[config.mk]
export PLATFORM = sky130hd
export DESIGN_NAME = fp_mult_seq
export DESIGN_NICKNAME = d
export VERILOG_FILES = /design/src/rtl/fp32_pkg.sv /design/src/rtl/fp_mult_pp_unit.sv /design/src/rtl/fp_mult_seq.sv
export SDC_FILE = /design/constraint.sdc
export NUM_CORES = 1
export LEC_CHECK = 0
export CELL_PAD_IN_SITES_DETAIL_PLACEMENT = 1
export CELL_PAD_IN_SITES_GLOBAL_PLACEMENT = 2
export CORE_MARGIN = 2
export CORE_UTILIZATION = 30
export CTS_BUF_LIST = sky130_fd_sc_hd__clkbuf_4
export DETAILED_ROUTE_END_ITERATION = 10
export PLACE_DENSITY = 0.67
export SKIP_LAST_GASP = 1
export SYNTH_ARGS = -nofsm -noshare
export SYNTH_HDL_FRONTEND = slang
export SYNTH_SLANG_ARGS = --single-unit
[constraint.sdc]
create_clock -name clk -period 21.1 [get_ports clk]
set_input_delay 4.22 -clock clk [delete_from_list [all_inputs] [get_ports clk]]
set_output_delay 4.22 -clock clk [all_outputs]
set_load 0.01 [all_outputs]
[src/rtl/fp32_pkg.sv]
// Shared types and constants for the sequential single-precision multiplier.
package fp32_pkg;

  localparam int          FP32_BIAS    = 127;
  localparam logic [31:0] FP32_QNAN    = 32'h7FC00000;
  localparam logic [7:0]  FP32_EXP_MAX = 8'hFF;

  typedef enum logic [2:0] {
    IDLE,
    PASS_HI,
    PASS_LO,
    ROUND,
    DONE
  } state_t;

  typedef enum logic [1:0] {
    ZERO,
    NORM,
    INF,
    NAN
  } fp_class_t;

  // Which slice of the B mantissa the partial-product unit works on this cycle.
  typedef enum logic [1:0] {
    PP_HOLD,
    PP_HI,
    PP_LO
  } pp_sel_t;

  // Denormals are grouped with zero: the datapath only handles normal operands.
  function automatic fp_class_t fp_classify(input logic [31:0] x);
    fp_class_t cls;
    if (x[30:23] == FP32_EXP_MAX) begin
      cls = (x[22:0] != 23'd0) ? NAN : INF;
    end else if (x[30:23] == 8'd0) begin
      cls = ZERO;
    end else begin
      cls = NORM;
    end
    return cls;
  endfunction

endpackage

[src/rtl/fp_mult_pp_unit.sv]
// Shared 24x18 multiplier with a 48-bit shift-accumulate. The 24-bit A mantissa
// is multiplied by either the top 7 bits or the low 17 bits of the B mantissa;
// the low pass shifts the earlier partial product up by 17 before adding.
module fp_mult_pp_unit
  import fp32_pkg::*;
(
  input  logic        clk,
  input  logic        rst,
  input  pp_sel_t     i_sel,
  input  logic [23:0] i_mant_a,
  input  logic [22:0] i_frac_b,
  output logic [47:0] o_acc
);

  logic [17:0] w_op_b;
  logic [41:0] w_prod;
  logic [47:0] r_acc;

  // Select the B operand slice for the current pass (hidden bit joins the high slice).
  always_comb begin
    w_op_b = 18'd0;
    case (i_sel)
      PP_HI:   w_op_b = {11'd0, 1'b1, i_frac_b[22:17]};
      PP_LO:   w_op_b = {1'b0, i_frac_b[16:0]};
      default: w_op_b = 18'd0;
    endcase
  end

  assign w_prod = {18'd0, i_mant_a} * {24'd0, w_op_b};

  // Accumulate: high pass loads, low pass folds in the shifted high result.
  always_ff @(posedge clk) begin
    if (rst) begin
      r_acc <= 48'd0;
    end else begin
      case (i_sel)
        PP_HI:   r_acc <= {6'd0, w_prod};
        PP_LO:   r_acc <= {r_acc[30:0], 17'd0} + {6'd0, w_prod};
        default: r_acc <= r_acc;
      endcase
    end
  end

  assign o_acc = r_acc;

endmodule

[src/rtl/fp_mult_seq.sv]
// Sequential IEEE-754 single-precision multiplier: two multiply passes, one
// normalise/round cycle, then a held result until the consumer accepts it.
//
//   state   | meaning
//   --------+----------------------------------------------------
//   IDLE    | ready for an operand pair
//   PASS_HI | A mantissa x top 7 bits of B mantissa
//   PASS_LO | shift-accumulate A mantissa x low 17 bits of B
//   ROUND   | normalise, round-to-nearest-even, resolve specials
//   DONE    | result valid and held until out_ready
module fp_mult_seq
  import fp32_pkg::*;
(
  input  logic        clk,
  input  logic        rst,
  input  logic        in_valid,
  output logic        in_ready,
  input  logic [31:0] a,
  input  logic [31:0] b,
  output logic        out_valid,
  input  logic        out_ready,
  output logic [31:0] result,
  output logic        busy
);

  state_t      r_state;
  logic [31:0] r_a;
  logic [31:0] r_b;
  logic [31:0] r_result;
  logic        r_out_valid;

  pp_sel_t     w_pp_sel;
  logic [47:0] w_mp;

  logic        w_ovf;
  logic [22:0] w_frac;
  logic        w_g;
  logic        w_r;
  logic        w_s;
  logic        w_inc;
  logic [23:0] w_frac_rnd;
  logic [9:0]  w_exp_raw;
  logic [9:0]  w_exp_adj;
  logic signed [9:0] w_exp_fin;

  logic        w_sign;
  fp_class_t   w_cls_a;
  fp_class_t   w_cls_b;
  logic [31:0] w_result;

  // Drive the multiplier slice select from the current state.
  always_comb begin
    w_pp_sel = PP_HOLD;
    case (r_state)
      PASS_HI: w_pp_sel = PP_HI;
      PASS_LO: w_pp_sel = PP_LO;
      default: w_pp_sel = PP_HOLD;
    endcase
  end

  fp_mult_pp_unit u_pp (
    .clk      (clk),
    .rst      (rst),
    .i_sel    (w_pp_sel),
    .i_mant_a ({1'b1, r_a[22:0]}),
    .i_frac_b (r_b[22:0]),
    .o_acc    (w_mp)
  );

  // Normalise the 48-bit product and round to nearest even.
  always_comb begin
    w_ovf = w_mp[47];
    if (w_ovf) begin
      w_frac = w_mp[46:24];
      w_g    = w_mp[23];
      w_r    = w_mp[22];
      w_s    = |w_mp[21:0];
    end else begin
      w_frac = w_mp[45:23];
      w_g    = w_mp[22];
      w_r    = w_mp[21];
      w_s    = |w_mp[20:0];
    end
    w_inc      = w_g & (w_r | w_s | w_frac[0]);
    // A carry out of the fraction leaves its low 23 bits at zero, as required.
    w_frac_rnd = {1'b0, w_frac} + {23'd0, w_inc};
    w_exp_raw  = {2'b00, r_a[30:23]} + {2'b00, r_b[30:23]} - 10'(FP32_BIAS) + {9'd0, w_ovf};
    w_exp_adj  = w_exp_raw + {9'd0, w_frac_rnd[23]};
    w_exp_fin  = $signed(w_exp_adj);
  end

  // Special operands override the arithmetic path, then range clamping applies.
  always_comb begin
    w_sign  = r_a[31] ^ r_b[31];
    w_cls_a = fp_classify(r_a);
    w_cls_b = fp_classify(r_b);
    if ((w_cls_a == NAN) || (w_cls_b == NAN) ||
        ((w_cls_a == INF) && (w_cls_b == ZERO)) ||
        ((w_cls_a == ZERO) && (w_cls_b == INF))) begin
      w_result = FP32_QNAN;
    end else if ((w_cls_a == INF) || (w_cls_b == INF)) begin
      w_result = {w_sign, FP32_EXP_MAX, 23'd0};
    end else if ((w_cls_a == ZERO) || (w_cls_b == ZERO)) begin
      w_result = {w_sign, 31'd0};
    end else if (w_exp_fin >= 10'sd255) begin
      w_result = {w_sign, FP32_EXP_MAX, 23'd0};
    end else if (w_exp_fin <= 10'sd0) begin
      w_result = {w_sign, 31'd0};
    end else begin
      w_result = {w_sign, w_exp_fin[7:0], w_frac_rnd[22:0]};
    end
  end

  // Control FSM with registered result and valid; operands only load in IDLE.
  always_ff @(posedge clk) begin
    if (rst) begin
      r_state     <= IDLE;
      r_out_valid <= 1'b0;
      r_result    <= 32'd0;
      r_a         <= 32'd0;
      r_b         <= 32'd0;
    end else begin
      case (r_state)
        IDLE: begin
          if (in_valid) begin
            r_a     <= a;
            r_b     <= b;
            r_state <= PASS_HI;
          end
        end
        PASS_HI: r_state <= PASS_LO;
        PASS_LO: r_state <= ROUND;
        ROUND: begin
          r_result    <= w_result;
          r_out_valid <= 1'b1;
          r_state     <= DONE;
        end
        DONE: begin
          if (out_ready) begin
            r_out_valid <= 1'b0;
            r_state     <= IDLE;
          end
        end
        default: begin
          r_out_valid <= 1'b0;
          r_state     <= IDLE;
        end
      endcase
    end
  end

  assign in_ready  = (r_state == IDLE);
  assign busy      = (r_state != IDLE);
  assign out_valid = r_out_valid;
  assign result    = r_result;

endmodule
==> results of run 1 <==
-- cell families (layout without fill, tap and decap cells) --
logic type / Yosys count / after routing
DFF: 148 / 148
AOI/OAI and AO/OA: 439 / 439
and+or+nand+nor: 910 / 910
adders and majority gates: 492 / 492
other: 0 / 5
xor gates and xnor gates: 70 / 70
muxes: 29 / 29
buffers and inverters: 598 / 599
-- through the flow --
| stage | hold slack [ns] | power (mW) | cells | instance area [um2] | util (%) |
|---|---|---|---|---|---|
| finish | 0.4939 | 0.7049 | 3651 | 24180 | 33.25 |
| global route | 0.5217 | 0.7460 | 3650 | 24170 | 33.25 |
| floorplan | 0.4488 | 0.4070 | 2686 | 21980 | - |
| global placement | 0.4574 | 0.4792 | 3614 | 23830 | 32.78 |
| CTS | 0.4996 | 0.7187 | 3646 | 24160 | 33.23 |
| detailed placement | 0.4643 | 0.4829 | 3614 | 23830 | 32.78 |
-- cell usage after synthesis (40+ instances only) --
cell type,instances,area share [%]
and2_1,82,2.3
o21ai_0,61,1.4
nor2_1,96,1.6
inv_1,430,7.3
and3_1,109,3.1
a21oi_1,154,3.5
xnor2_1,40,1.6
nand2_1,461,7.9
dfxtp_1,148,13
ha_1,159,9.1
fa_1,332,30
clkbuf_1,141,2.4
-- power by group through the flow --
stage / clock network (mW) / logic [mW] / registers (mW)
CTS: 0.241 / 0.149 / 0.329
finish: 0.229 / 0.147 / 0.329
global route: 0.251 / 0.163 / 0.331
floorplan: 0 / 0.102 / 0.305
detailed placement: 0 / 0.148 / 0.335
global placement: 0 / 0.145 / 0.334
-- final cells by class --
type	count	area (um2)	share of cell area, %
inverters	431	1618	6.692
repair buffers	136	1274	5.269
multi-input cells	1940	16780	69.40
clock buffers	17	127.6	0.5279
diodes	5	12.51	0.05175
well taps	959	1200	4.963
clock inverters	15	202.7	0.8384
flip-flops and latches	148	2964	12.26
-- flip-flops by register name, summed over array words and instances, names as in the netlist --
name	flops
r_state	3
result	32
r_b	32
out_valid	1
r_a	32
u_pp.o_acc	48
-- routing by layer --
metal / vias to the layer above / global-route usage (%)
li1: 8657 / -
met1: 9706 / 27.08
met2: 226 / 36.67
met3: 71 / 2.182
met4: 0 / 5.134
met5: - / 0
-- path summary, 6_finish.rpt --
path,slack [ns],endpoint,start
max,9.27,u_pp.o_acc[42],r_state[1]
min reg2reg,0.49,r_a[31],r_a[31]
max reg2reg,9.27,u_pp.o_acc[42],r_state[1]
min,0.49,r_a[31],r_a[31]
-- worst reg2reg max path: cells and delay by family (launching register included) --
family,cells,cell delay [ns]
buf+inv,6,1.58
compound gates,11,2.71
flops,1,0.46
simple gates,7,2.96
fa+ha+maj,9,4.07
==> metrics.cfg, run 1 <==
[critical_path]
critPathCaptureType = flop
cp_slowest_stage_delay_ns = 0.97
cp_top_family = adder cells
crit_cells = 33
slowest_stage = and2_1
cp_num_buf_inv = 6
worst-endpoint-required_ns = 21.78
r2r_cells = 33
path_common_cell = fa_1
crit_fanout = 69
cp-start-kind = flop
arrival_ns = 12.51
worstSetupPathType = flop to flop

[cts]
cts_tree = done
clockBufferDepth = 2
h-tree-depth = 4
cts.repair.resized = 0
cts_made_buffers = 17
clkTransAtPathRegs_ns = 0.17
cts_hold_buf = 0
clk_latency_ns = 0.78
post_cts_buffers = 0
cts.sink_count = 148
root_buffer = clkbuf_4

[global_routing]
grt_pass1_vias = 20640
grt_max_degree = 70
track_usage_pct = 20.77
grt_overflow = 0
grt_first_pass_wirelength_mm = 120.1
antenna_found_initial = 3

[logic_synthesis]
synth_compound_area_share_pct = 13.23
synth_edf_count = 0
ys_seq_area_share_pct = 13.48
syn-cell-area_mm2 = 0.02198
synth_fa_ha_area_share_pct = 39.33
synth_cell_types = 83
synth_top_family_by_area = adder cells
async_reset_ff_share_pct = 0
netlist_instances = 2686
muxShareOfSynthArea_pct = 1.355
yosys_warnings = 0
syn_area_per_cell_um2 = 8.184
synth_nets = 3245
synth_ff_type = dfxtp_1
synth-seq-cells = 148
synth-xor-area-share_pct = 2.789
yosys.area_share.simple_pct = 19.50

[layout]
final_cell_mix = nand2_1 (460), inv_1 (430), fa_1 (332)
drive_above_1_share_pct = 3.945
mostFrequentLayoutCell = nand2_1
fillers = 8577
synthToLayoutAreaGrowth_pct = 9.984
fin_nets = 3233

[pwr]
ir_drop_mv = 0.03172
powerDensity_mw_per_mm2 = 29.16
seqPwrFrac_pct = 46.7
combPwrFrac_pct = 20.8
swShare_pct = 39.65
internal_power_uw = 425.4
clockPowerShare_pct = 32.5
p_leak_nw = 11.27
power_switching_uw = 279.5

[routing]
vias = 18660
drt_iter0_markers = 865
wirelength_mm = 76.27
drt-met1-wl_mm = 35.38
viasPerCell = 5.111
highest_layer = met4
firstDrtPassIters = 5
drc = 0
avgRoutedWirePerCell_um = 20.89
wl_met3_mm = 1.608
ant_nets = 0
wl_met2_mm = 37.77

[die]
die_h_um = 274.7
ios = 103
rows = 99
die_x_um = 274.7
initial_core_util_pct = 30.23
dieArea_mm2 = 0.07545
core_area_mm2 = 0.07271

[sta]
fin_ws_ns = 9.267
slew_viol_final = 0
setup_viol_count_final = 0
fin_tns_setup_ns = 0
fmax_mhz = 84.51
min_period_ns = 11.83
finalHoldViolations = 0
relSlewSlack_pct = 24.69
clock_skew_ns = 0.04531
worst_pin_slew_ns = 1.125
post-route-period-util_pct = 56.08
rsz0062_at_grt = no

[placement]
port_buffers = 102
place.gp.congestion = 0.8387
pre_cts_ws_ns = 9.314
hpwl_mm = 60.12

[flow_run]
maxCapViolCount = 0

[worst_hold_path]
holdPathStages = 2
hp-class = flop to flop

[outcome]
status = completed

Power figures use the tool's default switching activity.
==> run 2, diff against run 1 <==
--- a/config.mk
+++ b/config.mk
@@ -11,7 +11,7 @@
 export CORE_UTILIZATION = 30
 export CTS_BUF_LIST = sky130_fd_sc_hd__clkbuf_4
 export DETAILED_ROUTE_END_ITERATION = 10
-export PLACE_DENSITY = 0.67
+export PLACE_DENSITY = 0.7
 export SKIP_LAST_GASP = 1
 export SYNTH_ARGS = -nofsm -noshare
 export SYNTH_HDL_FRONTEND = slang
==> constraint.sdc (replaced) <==
create_clock -name clk -period 9.54 [get_ports clk]
set_input_delay 1.908 -clock clk [delete_from_list [all_inputs] [get_ports clk]]
set_output_delay 1.908 -clock clk [all_outputs]
set_load 0.01 [all_outputs]
==> metrics.cfg, run 2 (same netlist as run 1, synthesis figures left out) <==
[die]
rows = 99  ; unchanged
initial_core_util_pct = 30.23  ; unchanged
core_area_mm2 = 0.07271  ; unchanged
die_h_um = 274.7  ; unchanged
dieArea_mm2 = 0.07545  ; unchanged
ios = 103  ; unchanged
die_x_um = 274.7  ; unchanged

[sta]
fin_tns_setup_ns = 0  ; unchanged
fin_ws_ns = 0.3627  ; -8.904 ns
finalHoldViolations = 0  ; unchanged
timing.hold.ws_ns = 0.4915  ; -0.002342 ns
slew_viol_final = 0  ; unchanged
post-route-period-util_pct = 96.20  ; +40 points
setup_viol_count_final = 0  ; unchanged
clock_skew_ns = 0.05480  ; +0.009494 ns
worst_pin_slew_ns = 1.396  ; +0.2703 ns
min_period_ns = 9.177  ; -2.656 ns
fmax_mhz = 109.0  ; +29%
relSlewSlack_pct = 6.608  ; -18 points

[layout]
largest_reg_flops = 48  ; unchanged
mostFrequentLayoutCell = nand2_1
synthToLayoutAreaGrowth_pct = 13.98
final_cell_mix = nand2_1 (459), inv_1 (430), fa_1 (330)
fin_util_pct = 34.46  ; +1.2 points
drive_above_1_share_pct = 7.731  ; +3.8 points
fin_nets = 3301  ; +2.1%

[pwr]
finalPower_mw = 1.544  ; +120%
power_switching_uw = 636.4  ; +130%
combPwrFrac_pct = 22.0  ; +1.2 points
ir_drop_mv = 0.07190  ; +130%
powerDensity_mw_per_mm2 = 61.65  ; +110%
seqPwrFrac_pct = 47.2  ; +0.5 points
clockPowerShare_pct = 30.8  ; -1.7 points
internal_power_uw = 908.0  ; +110%
p_leak_nw = 11.66  ; +3.4%
swShare_pct = 41.21  ; +1.6 points

[placement]
pre_cts_ws_ns = -0.01368  ; -9.328 ns
place.gp.congestion = 0.8662  ; +3.3%
hpwl_mm = 61.41  ; +2.1%
port_buffers = 102  ; unchanged

[routing]
avgRoutedWirePerCell_um = 20.61  ; -1.3%
drt_iter0_markers = 894  ; +3.4%
viasPerCell = 5.090  ; -0.41%
drc = 0  ; unchanged
firstDrtPassIters = 5  ; unchanged
ant_nets = 0  ; unchanged
wirelength_mm = 76.60  ; +0.44%
vias = 18920  ; +1.4%

[global_routing]
track_usage_pct = 20.59  ; -0.17 points
grt_overflow = 0  ; unchanged
grt_first_pass_wirelength_mm = 119.8  ; -0.29%
antenna_found_initial = 3  ; unchanged
grt_pass1_vias = 20560  ; -0.35%
grt_max_degree = 67  ; -4.3%

[critical_path]
path_common_cell = fa_1
arrival_ns = 9.80  ; -2.71 ns
rrSetupSlack_ns = 0.36  ; -8.90 ns
crit_cells = 34  ; +3.0%
cp_slowest_stage_delay_ns = 0.58  ; -0.39 ns
worstSetupPathType = flop to flop
cp_num_buf_inv = 8  ; +2
slowest_stage = fa_1
worst-endpoint-required_ns = 10.17  ; -11.61 ns
r2r-end = u_pp.o_acc[45]
critPathLaunch = r_state[2]
crit_fanout = 18  ; -74%
r2r_cells = 34  ; +3.0%
cp-start-kind = flop
critPathCaptureType = flop
setup.worst_path.end = u_pp.o_acc[45]
cp_top_family = adder cells
reg2reg_from = r_state[2]

[outcome]
status = completed

[cts]
root_buffer = clkbuf_4
clk_latency_ns = 0.76  ; -0.02 ns
cts.sink_count = 148  ; unchanged
cts_made_buffers = 17  ; unchanged
cts_tree = done
h-tree-depth = 4  ; unchanged
clkTransAtPathRegs_ns = 0.20  ; +0.03 ns
clockBufferDepth = 2  ; unchanged

[flow_run]
maxCapViolCount = 0  ; unchanged

[worst_hold_path]
worstHoldStart = r_a[31]
hp-class = flop to flop

[run 2: cell count changes in the layout (fill, tap and decap cells not counted), sizes merged]
cell,before,now
buf,35,102
bufinv,2,0
clkbuf,17,18
clkinv,3,5
clkinvlp,1,2
diode,5,3
inv,440,439
[run 2: per-stage QoR]
step	cells	instance area (um2)
detailed placement	3670	24390
finish	3717	25050
CTS	3702	24710
global placement	3670	24390
floorplan	2686	21980
global route	3716	25050
[run 2: worst reg2reg max path: cells and delay by family (launching register included)]
| kind | cells | cell delay [ns] |
|---|---|---|
| adder cells (fa/ha/maj) | 9 | 3.95 |
| AO/OA/AOI/OAI | 10 | 2.31 |
| buffers and inverters | 8 | 0.90 |
| flip-flops | 1 | 0.37 |
| AND/OR/NAND/NOR | 6 | 1.38 |
| XOR/XNOR | 1 | 0.14 |
[run 2: area by class of cell]
cell class                 count  area, um2
sequential                   148       2964
timing repair buffer         204       1963
clock inverter                15      177.7
inverter                     431       1622
clock buffer                  17      127.6
fill                        8649      47660
multi-input combinational   1940      16990
tap                          959       1200
antenna                        3      7.507
[run 2: power groups by stage]
stage	clock (mW)	sequential, mW	combinational (mW)
finish	0.476	0.729	0.340
global route	0.517	0.734	0.376
CTS	0.504	0.728	0.335
detailed placement	0	0.741	0.333
global placement	0	0.740	0.327
floorplan	0	0.675	0.225
[run 2: repair_timing]
item                                    4_1_cts  5_1_grt
cloned                                        0        1
pin swaps                                     0       18
endpoints found under the setup margin        8       20
setup buffers                                 0       11
resized for setup                             4       58
hold buffers                                  0        0
[run 2: how the worst min path moves through the flow]
stage / depth (start not counted) / slack (ns) / end
finish: 2 / 0.49 / r_a[31]
global route: 2 / 0.51 / r_a[31]
CTS: 2 / 0.50 / r_a[31]
detailed placement: 1 / 0.47 / result[20]
global placement: 2 / 0.46 / r_b[31]
floorplan: 2 / 0.45 / r_b[31]
[run 2: routing by layer]
layer	GRT usage (%)	part of all wire [%]	wire, um	up-vias
li1	-	-	-	8785
met3	2.296	2.9	2227	69
met1	27.20	46	35080	9769
met5	0	0	0	-
met4	6.107	2.3	1757	0
met2	35.38	49	37530	296
